[src/rtl/param_updown_counter.sv]
// Up/down/bounce counter with wrap or saturate at MAX_VAL and a sticky ovf flag.
// Latency: out/dir/ovf update one edge after inputs; tc is combinational.
// Backpressure: none, en gates counting each cycle and load always wins.
module param_updown_counter #(
  parameter int WIDTH   = 8,
  parameter int MAX_VAL = 2**WIDTH-1,
  parameter bit WRAP    = 1'b1
) (
  input  logic             clk,
  input  logic             rst,
  input  logic             en,
  input  logic             load,
  input  logic [1:0]       mode,
  input  logic [WIDTH-1:0] in,
  input  logic             clr_ovf,
  output logic [WIDTH-1:0] out,
  output logic             dir,
  output logic             tc,
  output logic             ovf
);

  localparam logic [1:0] MODE_UP   = 2'b00;
  localparam logic [1:0] MODE_DN   = 2'b01;
  localparam logic [1:0] MODE_BNC  = 2'b10;
  localparam logic [1:0] MODE_HOLD = 2'b11;

  localparam logic [WIDTH-1:0] MAXV = WIDTH'(MAX_VAL);
  localparam logic [WIDTH-1:0] ONE  = WIDTH'(1);
  localparam logic [WIDTH-1:0] ZERO = '0;

  logic             counting;
  logic             going_up;
  logic             at_term;
  logic             ovf_set;
  logic [WIDTH-1:0] out_nxt;
  logic             dir_nxt;
  logic             ovf_nxt;

  assign counting = en & ~load & (mode != MODE_HOLD);
  assign going_up = (mode == MODE_UP) | ((mode == MODE_BNC) & dir);
  assign at_term  = going_up ? (out == MAXV) : (out == ZERO);
  assign tc       = ~rst & counting & at_term;
  // Bounce turn-arounds are not overflows; only up/down terminal events count.
  assign ovf_set  = tc & ~mode[1];

  always_comb begin
    out_nxt = out;
    dir_nxt = dir;
    if (load) begin
      out_nxt = (in > MAXV) ? MAXV : in;
    end else if (counting) begin
      case (mode)
        MODE_UP: begin
          dir_nxt = 1'b1;
          out_nxt = at_term ? (WRAP ? ZERO : MAXV) : out + ONE;
        end
        MODE_DN: begin
          dir_nxt = 1'b0;
          out_nxt = at_term ? (WRAP ? MAXV : ZERO) : out - ONE;
        end
        MODE_BNC: begin
          if (at_term) begin
            dir_nxt = ~dir;
            out_nxt = dir ? MAXV - ONE : ONE;
          end else begin
            out_nxt = dir ? out + ONE : out - ONE;
          end
        end
        default: ;
      endcase
    end
  end

  always_comb begin
    ovf_nxt = ovf;
    if (load)
      ovf_nxt = 1'b0;
    else if (ovf_set)
      ovf_nxt = 1'b1;
    else if (clr_ovf)
      ovf_nxt = 1'b0;
  end

  always_ff @(posedge clk or posedge rst) begin
    if (rst) begin
      out <= '0;
      dir <= 1'b1;
      ovf <= 1'b0;
    end else begin
      out <= out_nxt;
      dir <= dir_nxt;
      ovf <= ovf_nxt;
    end
  end

endmodule

[config.mk]
export PLATFORM = sky130hd
export DESIGN_NAME = param_updown_counter
export DESIGN_NICKNAME = d
export VERILOG_FILES = /design/src/rtl/param_updown_counter.sv
export SDC_FILE = /design/constraint.sdc
export NUM_CORES = 1
export LEC_CHECK = 0
export CAP_MARGIN = 20
export CORE_ASPECT_RATIO = 0.7
export CORE_MARGIN = 4
export CORE_UTILIZATION = 40
export DETAILED_ROUTE_END_ITERATION = 12
export GPL_TIMING_DRIVEN = 0
export HOLD_SLACK_MARGIN = 0.05
export PLACE_DENSITY = 0.68
export SYNTH_ARGS = -nofsm -noshare
export SYNTH_HDL_FRONTEND = slang
export SYNTH_SLANG_ARGS = --single-unit
[constraint.sdc]
create_clock -name clk -period 2.3 [get_ports clk]
set_clock_uncertainty 0.1 [all_clocks]
set_input_delay 0.46 -clock clk [delete_from_list [all_inputs] [get_ports clk]]
set_output_delay 0.46 -clock clk [all_outputs]
set_load 0.02 [all_outputs]
==> results of run 1 <==
## metrics by stage
step,instances,power (mW)
after floorplan,161,0.5037
after global placement,222,0.6299
after detailed placement,222,0.6343
after CTS,237,0.8809
after global routing,244,0.9613
final,244,0.9088
## cells by family after synthesis
group           after synthesis
fa+ha+maj                     7
buf+inv                      19
xor+xnor                     12
flops                        10
mux                           3
simple gates                 68
compound gates               42
## state kept, by name (all words and copies together) (netlist names)
name and cells:
out 8, dir 1, ovf 1
## synthesized netlist by cell type, drive strengths merged, types with 3 or more instances
cell / number / area share
nand2: 17 / 0.051
nor2: 17 / 0.051
buf: 9 / 0.059
dfrtp: 9 / 0.18
a21oi: 8 / 0.032
a31oi: 7 / 0.035
ha: 7 / 0.070
nor3: 7 / 0.037
inv: 6 / 0.018
o21ai: 6 / 0.024
xnor2: 6 / 0.042
xor2: 6 / 0.042
nand3: 5 / 0.024
nor2b: 5 / 0.025
clkbuf: 4 / 0.012
and2: 3 / 0.017
mux2i: 3 / 0.024
nand2b: 3 / 0.015
nor3b: 3 / 0.022
o31ai: 3 / 0.018
## worst min path at each step
stage / depth (start not counted) / from / endpoint / slack (ps)
floorplan: 1 / rst / out[2] / 200
finish: 2 / rst / ovf / 520
detailed placement: 3 / ovf / ovf / 520
global route: 2 / rst / ovf / 550
CTS: 2 / rst / ovf / 530
global placement: 3 / ovf / ovf / 510
## critical path, cell delays in order (launching register included)
cell and delay, ps:
dfrtp_2 410, ha_4 170, nand2_2 60, or4_4 490
and2_4 200, nor3_4 130, buf_6 140
## per-layer routing
layer  share of wire  global-route usage  vias to the layer above  routed length (µm)
met3           0.076             0.04037                        9                 306
li1                -                   -                      664                   -
met5               0                   0                        -                   0
met4           0.018             0.07692                        0                  72
met1            0.47              0.2879                      657                1879
met2            0.44              0.3338                       62                1779
## power by group through the flow
stage	combinational (mW)	clock, mW	sequential, mW
6_report	0.473	0.203	0.232
2_1_floorplan	0.246	0	0.257
4_1_cts	0.444	0.205	0.232
3_5_place_dp	0.400	0	0.235
3_3_place_gp	0.396	0	0.234
5_1_grt	0.511	0.214	0.236
## timing repair
item / in CTS / in global routing
buffers inserted: 12 / 9
hold buffers: 0 / 0
gates resized for setup: 27 / 4
endpoints found under the hold margin: 0 / 0
pin swaps: 7 / 3
endpoints found under the setup margin: 11 / 7
## final cells by class
cell class	instances	area, µm²	area share
Tap cell	36	45.04	0.02528
Inverter	6	25.02	0.01404
Sequential cell	10	254.0	0.1426
Multi-Input combinational cell	132	934.6	0.5246
Clock buffer	4	45.04	0.02528
Buffer	11	80.08	0.04494
Timing Repair Buffer	45	397.9	0.2233
==> impl_metrics.env, run 1 <==
export IMPL_crit_path_end_kind="output pin"
export IMPL_grt_pass1_wl_um=6389
export IMPL_drv_slew=0
export IMPL_synth_area_um2=1242
export IMPL_die_area_um2=4076
export IMPL_die_h_um=54.63
export IMPL_crit_path_end="tc"
export IMPL_max_freq_mhz=415.0
export IMPL_fin_crit_sh=1.048
export IMPL_initial_core_util=0.4310
export IMPL_grt_setup_unrepaired="true"
export IMPL_critical_path_required_ps=1740
export IMPL_grt_max_degree=11
export IMPL_critPathKind="reg2out"
export IMPL_final_core_util=0.6181
export IMPL_p_sw_frac=0.3934
export IMPL_critPathLaunchType="flip-flop"
export IMPL_rows=16
export IMPL_pin_count=26
export IMPL_p_per_area_nw_per_um2=510.1
export IMPL_yosys_warnings=0
export IMPL_vias_per_cell=5.705
export IMPL_p_clk_frac=0.224
export IMPL_final_cell_mix="22 x clkdlybuf4s50_1, 20 x buf_4, 16 x nand2_1"
export IMPL_r2r_cells=8
export IMPL_routabilityCongestion=0.9469
export IMPL_n_fill_cell=260
export IMPL_syn_nets=183
export IMPL_r2r_start="out[0]"
export IMPL_ys_async_sr_fraction=1.000
export IMPL_finalSetupViolations=2
export IMPL_drive_gt1_frac=0.2740
export IMPL_synth_top_family_by_area="simple AND/OR/NAND/NOR gates"
export IMPL_critPathArrivalTime_ps=1850
export IMPL_yosys_area_share_xor_xnor=0.08459
export IMPL_cts_buffers=3
export IMPL_grt_util_all_layers=0.2115
export IMPL_yosysUniqueCellTypes=50
export IMPL_yosysSeqAreaShare=0.2024
export IMPL_cts_path_max_buffers=2
export IMPL_synth_cells=161
export IMPL_syn2layout_area_growth_pct=43.40
export IMPL_synth_edf_count=0
export IMPL_clock_latency_ps=250
export IMPL_tightest_slew_ps=622.7
export IMPL_ant_nets=0
export IMPL_cts_max_level=1
export IMPL_post_dp_cell_area_um2=1546
export IMPL_outcome="finished with violations"
export IMPL_synth_compound_area_frac=0.2397
export IMPL_synth_main_ff_cell="dfrtp_1"
export IMPL_max_slew_margin_rel=0.5848
export IMPL_final_common_cell="clkdlybuf4s50_1"
export IMPL_maxCapViolations=0
export IMPL_grt_pass1_vias=1303
export IMPL_r2r_slack_ps=0
export IMPL_crit_start="out[0]"
export IMPL_pwr_share_seq=0.256
export IMPL_drt_iter0_drc=125
export IMPL_first_pass_iters=4
export IMPL_hold_viol_final=0
export IMPL_core_um2=2883
export IMPL_pre_cts_ws_ps=-1289
export IMPL_hpwl_um=2600
export IMPL_n_antenna_cell=0
export IMPL_die_x_um=74.61
export IMPL_antenna_found_initial=0
export IMPL_cts_sinks=10
export IMPL_synth_seq_cells=10
export IMPL_cts_tree="done"
export IMPL_violations="negative setup slack"
export IMPL_final_nets=231
export IMPL_synthMuxAreaShare=0.02417
export IMPL_gr_total_overflow=0
export IMPL_routed_wl_um=4037
export IMPL_min_period_ps=2409
export IMPL_max_vdd_ir_drop_mv=0.3345
export IMPL_fin_ws_ps=-109.5
export IMPL_tns_ps=-113.8
export IMPL_final_cell_area_um2=1782
export IMPL_hold_class="in2async"
export IMPL_synthAdderAreaFrac=0.07049
export IMPL_remaining_drc_errors=0
export IMPL_clk_pin_slew_ps=50
export IMPL_p_leak_nw=0.7531
export IMPL_port_buffers=25
export IMPL_pwr_share_comb=0.521
export IMPL_crit_fanout=4
export IMPL_internal_power_mw=0.5513
export IMPL_route_detailed_wl_per_inst_um=16.55
export IMPL_synth_area_per_cell_um2=7.717
export IMPL_via_count=1392
export IMPL_cts_root_buf="clkbuf_8"
export IMPL_p_sw_mw=0.3576
export IMPL_r2r_end="out[6]"
export IMPL_synthSimpleGateAreaFrac=0.2890
export IMPL_hold_ws_ps=517.2
Power figures use the tool's default switching activity.
==> run 2, diff against run 1 <==
--- a/config.mk
+++ b/config.mk
@@ -9,8 +9,8 @@
 export CORE_ASPECT_RATIO = 0.7
 export CORE_MARGIN = 4
 export CORE_UTILIZATION = 40
+export CTS_BUF_LIST = sky130_fd_sc_hd__clkbuf_8
 export DETAILED_ROUTE_END_ITERATION = 12
-export GPL_TIMING_DRIVEN = 0
 export HOLD_SLACK_MARGIN = 0.05
 export PLACE_DENSITY = 0.68
 export SYNTH_ARGS = -nofsm -noshare
==> run 2 against run 1 <==
The run still ends with negative setup slack left. Worst setup slack gained 59 ps. Total power grew 0.25%. Die area unchanged. Global-route usage rose by 0.43 points. Cell count grew 3.7%. Critical path type unchanged. Register-to-register slack improved by 90 ps. Clock power is essentially flat. Utilization up 2.0 points.
==> impl_metrics.env, run 2 (synthesis gave the netlist of run 1 again) <==
export IMPL_outcome="finished with violations"
export IMPL_violations="negative setup slack"
export IMPL_cts_sinks=10
export IMPL_routabilityCongestion=0.9022
export IMPL_cts_root_buf="clkbuf_8"
export IMPL_drt_iter0_drc=139
export IMPL_grt_util_all_layers=0.2158
export IMPL_max_slew_margin_rel=0.6861
export IMPL_drv_slew=0
export IMPL_maxCapViolations=0
export IMPL_grt_pass1_wl_um=6555
export IMPL_syn2layout_area_growth_pct=48.04
export IMPL_pwr_share_seq=0.246
export IMPL_hold_viol_final=0
export IMPL_crit_fanout=3
export IMPL_die_h_um=54.63
export IMPL_p_sw_mw=0.3542
export IMPL_tns_ps=-50.58
export IMPL_cts_tree="done"
export IMPL_final_cell_mix="40 x buf_4, 22 x clkdlybuf4s50_1, 17 x nor2_1"
export IMPL_rows=16
export IMPL_drive_gt1_frac=0.3041
export IMPL_top_register="out"
export IMPL_tightest_slew_ps=470.4
export IMPL_die_x_um=74.61
export IMPL_dp_cells=244
export IMPL_first_pass_iters=4
export IMPL_gr_total_overflow=0
export IMPL_max_vdd_ir_drop_mv=0.2898
export IMPL_grt_setup_unrepaired="true"
export IMPL_initial_core_util=0.4310
export IMPL_p_per_area_nw_per_um2=495.3
export IMPL_core_um2=2883
export IMPL_antenna_found_initial=0
export IMPL_route_detailed_wl_per_inst_um=15.96
export IMPL_clk_pin_slew_ps=50
export IMPL_post_dp_cell_area_um2=1714
export IMPL_grt_max_degree=20
export IMPL_remaining_drc_errors=0
export IMPL_final_common_cell="buf_4"
export IMPL_vias_per_cell=5.621
export IMPL_internal_power_mw=0.5569
export IMPL_critPathLaunchType="flip-flop"
export IMPL_postCtsHoldBufs=0
export IMPL_pwr_share_comb=0.535
export IMPL_final_core_util=0.6380
export IMPL_instances_no_fill=253
export IMPL_port_buffers=25
export IMPL_finalSetupViolations=1
export IMPL_critPathKind="reg2out"
export IMPL_hpwl_um=3011
export IMPL_largest_reg_flops=8
export IMPL_pre_cts_ws_ps=-941.1
export IMPL_n_antenna_cell=0
export IMPL_final_nets=240
export IMPL_ant_nets=0
export IMPL_p_leak_nw=0.8096
export IMPL_die_area_um2=4076
export IMPL_cts_path_max_buffers=2
export IMPL_p_clk_frac=0.219
export IMPL_reg_top3="out x8, dir x1, ovf x1"
export IMPL_grt_pass1_vias=1340
export IMPL_critPathArrivalTime_ps=1790
export IMPL_p_sw_frac=0.3888
export IMPL_pin_count=26
export IMPL_fin_ws_ps=-50.58
export IMPL_crit_path_end_kind="output pin"
export IMPL_final_cell_area_um2=1839
export IMPL_cts_max_level=1
export IMPL_hold_class="in2async"
export IMPL_critical_path_required_ps=1740
export IMPL_via_count=1422
export IMPL_routed_wl_um=4039
export IMPL_cts_buffers=3
export IMPL_clock_latency_ps=240
export IMPL_fin_crit_sh=1.022
export IMPL_max_freq_mhz=425.4
export IMPL_min_period_ps=2351
run 2: cell types whose count changed in the layout (fill, tap and decap cells not counted), moves of 2 or more:
cell,previous run,this run
buf_2,5,2
buf_4,20,40
buf_6,5,1
clkbuf_1,4,0
nor2_1,15,17
run 2: metrics by stage:
step	hold slack, ps	power, mW
CTS	538.7	0.9032
floorplan	199.3	0.5037
detailed placement	527.4	0.6846
finish	522.5	0.9111
global route	573.7	0.9655
global placement	508.3	0.6760
run 2: critical path, cell delays in order (launching register included):
cell	delay, ps
dfrtp_2	430
inv_1	90
ha_2	180
nor3b_4	190
nand4_1	150
and2_4	200
nor3_4	150
buf_6	140
run 2: what timing repair did:
item | CTS | global route
endpoints found under the setup margin | 10 | 3
buffers inserted | 4 | 1
pin swaps | 4 | 1
gates resized for setup | 24 | 2
run 2: final cells by class:
class	count	area (µm²)
clock buffer	3	41.29
timing repair buffer	65	541.8
clock inverter	1	3.754
inverter	6	22.52
fill	248	1044
sequential	10	254.0
multi-input combinational	132	930.9
tap	36	45.04
run 2: path summary, 6_finish.rpt:
kind                         from     end  slack, ps  depth (start not counted)
max in group asynchronous     rst  out[0]       1230                          2
min in group clk              ovf     ovf        540                          3
setup / recovery           out[0]      tc        -50                          7
hold / removal                rst     ovf        520                          2
hold reg to reg               ovf     ovf        540                          3
setup reg to reg           out[1]  out[6]         90                          9
run 2: per-layer routing:
layer / GRT usage / share of wire / routed length, µm / vias to the layer above
met5: 0 / 0 / 0 / -
met3: 0.03670 / 0.078 / 314 / 9
met1: 0.3084 / 0.47 / 1889 / 665
met4: 0.06213 / 0.015 / 61 / 0
met2: 0.3338 / 0.44 / 1774 / 68
li1: - / - / - / 680
run 2: power by group through the flow:
stage	sequential (mW)	combinational, mW	clock [mW]
2_1_floorplan	0.257	0.246	0
3_3_place_gp	0.224	0.452	0
3_5_place_dp	0.225	0.460	0
4_1_cts	0.224	0.475	0.204
5_1_grt	0.227	0.525	0.213
6_report	0.224	0.487	0.200
==> run 3, diff against run 2 <==
--- a/config.mk
+++ b/config.mk
@@ -13,6 +13,7 @@
 export DETAILED_ROUTE_END_ITERATION = 12
 export HOLD_SLACK_MARGIN = 0.05
 export PLACE_DENSITY = 0.68
+export REMOVE_ABC_BUFFERS = 1
 export SYNTH_ARGS = -nofsm -noshare
 export SYNTH_HDL_FRONTEND = slang
 export SYNTH_SLANG_ARGS = --single-unit
==> constraint.sdc (replaced) <==
create_clock -name clk -period 2.3 [get_ports clk]
set_clock_uncertainty 0.1 [all_clocks]
set_input_delay 0.46 -clock clk [delete_from_list [all_inputs] [get_ports clk]]
set_output_delay 0.46 -clock clk [all_outputs]
set_load 0.05 [all_outputs]
==> run 3 against run 2 <==
The flow still finishes with violations (negative setup slack). Global-route usage increased by 2.5 points. Critical path depth grew 1. Utilization rose by 5.7 points. Combinational power grew 22%. First-iteration DRC count grew 10%. Die area unchanged. Total power increased by 16%. Clock-buffer cell count increased by 1. Wire length is 14% higher. Sequential share of layout area decreased by 1.2 points. Hold slack worse by 8.7 ps. Critical path type is now in2out. Largest cell class unchanged. Largest power group unchanged.
==> impl_metrics.env, run 3 (synthesis gave the netlist of run 1 again) <==
export IMPL_outcome="finished with violations"
export IMPL_violations="negative setup slack"
export IMPL_cts_buffers=3
export IMPL_routed_wl_um=4592
export IMPL_r2r_start="out[1]"
export IMPL_tightest_slew_ps=515.0
export IMPL_n_antenna_cell=0
export IMPL_grt_pass1_wl_um=7182
export IMPL_dp_cells=245
export IMPL_p_total_mw=1.059
export IMPL_hold_class="in2async"
export IMPL_final_nets=251
export IMPL_min_period_ps=2488
export IMPL_cts_root_buf="clkbuf_8"
export IMPL_critPathBufInv=3
export IMPL_drive_gt1_frac=0.4079
export IMPL_r2r_slack_ps=-80
export IMPL_route_detailed_wl_per_inst_um=17.39
export IMPL_via_count=1467
export IMPL_remaining_drc_errors=0
export IMPL_critPathArrivalTime_ps=1930
export IMPL_drv_slew=0
export IMPL_cts_max_level=1
export IMPL_syn2layout_area_growth_pct=61.23
export IMPL_crit_family="simple AND/OR/NAND/NOR gates"
export IMPL_die_area_um2=4076
export IMPL_drt_iter0_drc=153
export IMPL_crit_fanout=2
export IMPL_critPathLaunchType="input port"
export IMPL_cts_tree="done"
export IMPL_n_fill_cell=233
export IMPL_max_vdd_ir_drop_mv=0.3542
export IMPL_clock_latency_ps=250
export IMPL_first_pass_iters=4
export IMPL_hpwl_um=3091
export IMPL_critPathKind="in2out"
export IMPL_top_register="out"
export IMPL_core_um2=2883
export IMPL_cts_sinks=10
export IMPL_grt_setup_unrepaired="true"
export IMPL_initial_core_util=0.4310
export IMPL_largest_reg_flops=8
export IMPL_cpMaxStageDelayCell="or4_4"
export IMPL_p_per_area_nw_per_um2=528.7
export IMPL_slowest_delay_ps=430
export IMPL_r2r_cells=9
export IMPL_final_cell_area_um2=2003
export IMPL_final_common_cell="buf_4"
export IMPL_hold_viol_final=0
export IMPL_p_leak_nw=0.8881
export IMPL_hold_ws_ps=513.8
export IMPL_crit_chain="clkdlybuf4s15_2 -> inv_2 -> ha_2 -> a21oi_1 -> or4_4 -> and2_4 -> nor3_4 -> buf_12"
export IMPL_port_buffers=25
export IMPL_gr_total_overflow=0
export IMPL_die_x_um=74.61
export IMPL_vias_per_cell=5.557
export IMPL_fin_ws_ps=-188.2
export IMPL_final_cell_mix="51 x buf_4, 17 x nor2_1, 16 x clkdlybuf4s50_1"
export IMPL_fin_crit_sh=1.082
export IMPL_instances_no_fill=264
export IMPL_antenna_found_initial=0
export IMPL_routabilityCongestion=0.9749
export IMPL_post_dp_cell_area_um2=1719
export IMPL_grt_max_degree=20
export IMPL_clk_pin_slew_ps=60
export IMPL_max_slew_margin_rel=0.6556
export IMPL_pin_count=26
export IMPL_reg_top3="out x8, dir x1, ovf x1"
export IMPL_max_freq_mhz=401.9
export IMPL_ant_nets=0
export IMPL_grt_pass1_vias=1499
export IMPL_cts_path_max_buffers=2
export IMPL_critical_path_required_ps=1740
export IMPL_die_h_um=54.63
export IMPL_finalSetupViolations=6
export IMPL_crit_path_end_kind="output pin"
export IMPL_maxCapViolations=0
export IMPL_r2r_end="out[1]"
export IMPL_rows=16
export IMPL_grt_util_all_layers=0.2412
run 3: cell count changes in the layout (fill, tap and decap cells not counted), moves of 2 or more:
cell / change
nand2_2: +2
clkdlybuf4s50_1: -6
inv_2: +2
inv_1: -3
buf_6: +2
nand2_1: -2
buf_4: +11
run 3: repair_timing:
action | 4_1_cts | 5_1_grt
hold buffers | 0 | 0
gates resized for setup | 29 | 10
pin swaps | 10 | 4
setup buffers | 14 | 1
setup endpoints to repair | 10 | 11
hold endpoints to repair | 0 | 0
run 3: worst reg2reg max path: cells and delay by family, from the launching register on:
kind | cells | cell delay (ps)
AO/OA/AOI/OAI | 3 | 540
buffers and inverters | 2 | 280
AND/OR/NAND/NOR | 3 | 740
flip-flops | 1 | 420
adder cells (fa/ha/maj) | 1 | 180
run 3: metal layers:
metal | vias to the layer above | wire, µm | track usage
met4 | 0 | 39 | 0.02959
met1 | 680 | 1894 | 0.3138
li1 | 705 | - | -
met3 | 5 | 541 | 0.05505
met5 | - | 0 | 0
met2 | 77 | 2116 | 0.4227
run 3: power breakdown:
| part | switching [mW] | internal, mW |
|---|---|---|
| Sequential | 0.0250 | 0.202 |
| Combinational | 0.332 | 0.261 |
| Clock | 0.0874 | 0.152 |
run 3: per-stage QoR:
step	utilization	setup TNS (ps)	worst slack, ps
floorplan	-	-1896	-518.8
global placement	0.5964	-3450	-439.6
detailed placement	0.5964	-4052	-479.8
global route	0.6949	-864.2	-247.1
finish	0.6949	-462.7	-188.2
CTS	0.6836	-255.4	-167.6
run 3: worst max-delay path by stage:
stage                       start  to  depth (start not counted)
after detailed placement  mode[1]  tc                          8
after global placement    mode[1]  tc                          8
after floorplan            out[0]  tc                          5
final                     mode[0]  tc                          8
after CTS                  out[1]  tc                          6
after global routing       out[1]  tc                          6
run 3: area by class of cell:
type | instances | area [µm²] | share of cell area
inverters | 6 | 22.52 | 0.01124
well taps | 36 | 45.04 | 0.02249
clock buffers | 4 | 55.05 | 0.02748
repair buffers | 76 | 639.4 | 0.3192
multi-input cells | 132 | 988.4 | 0.4934
flip-flops and latches | 10 | 252.7 | 0.1262
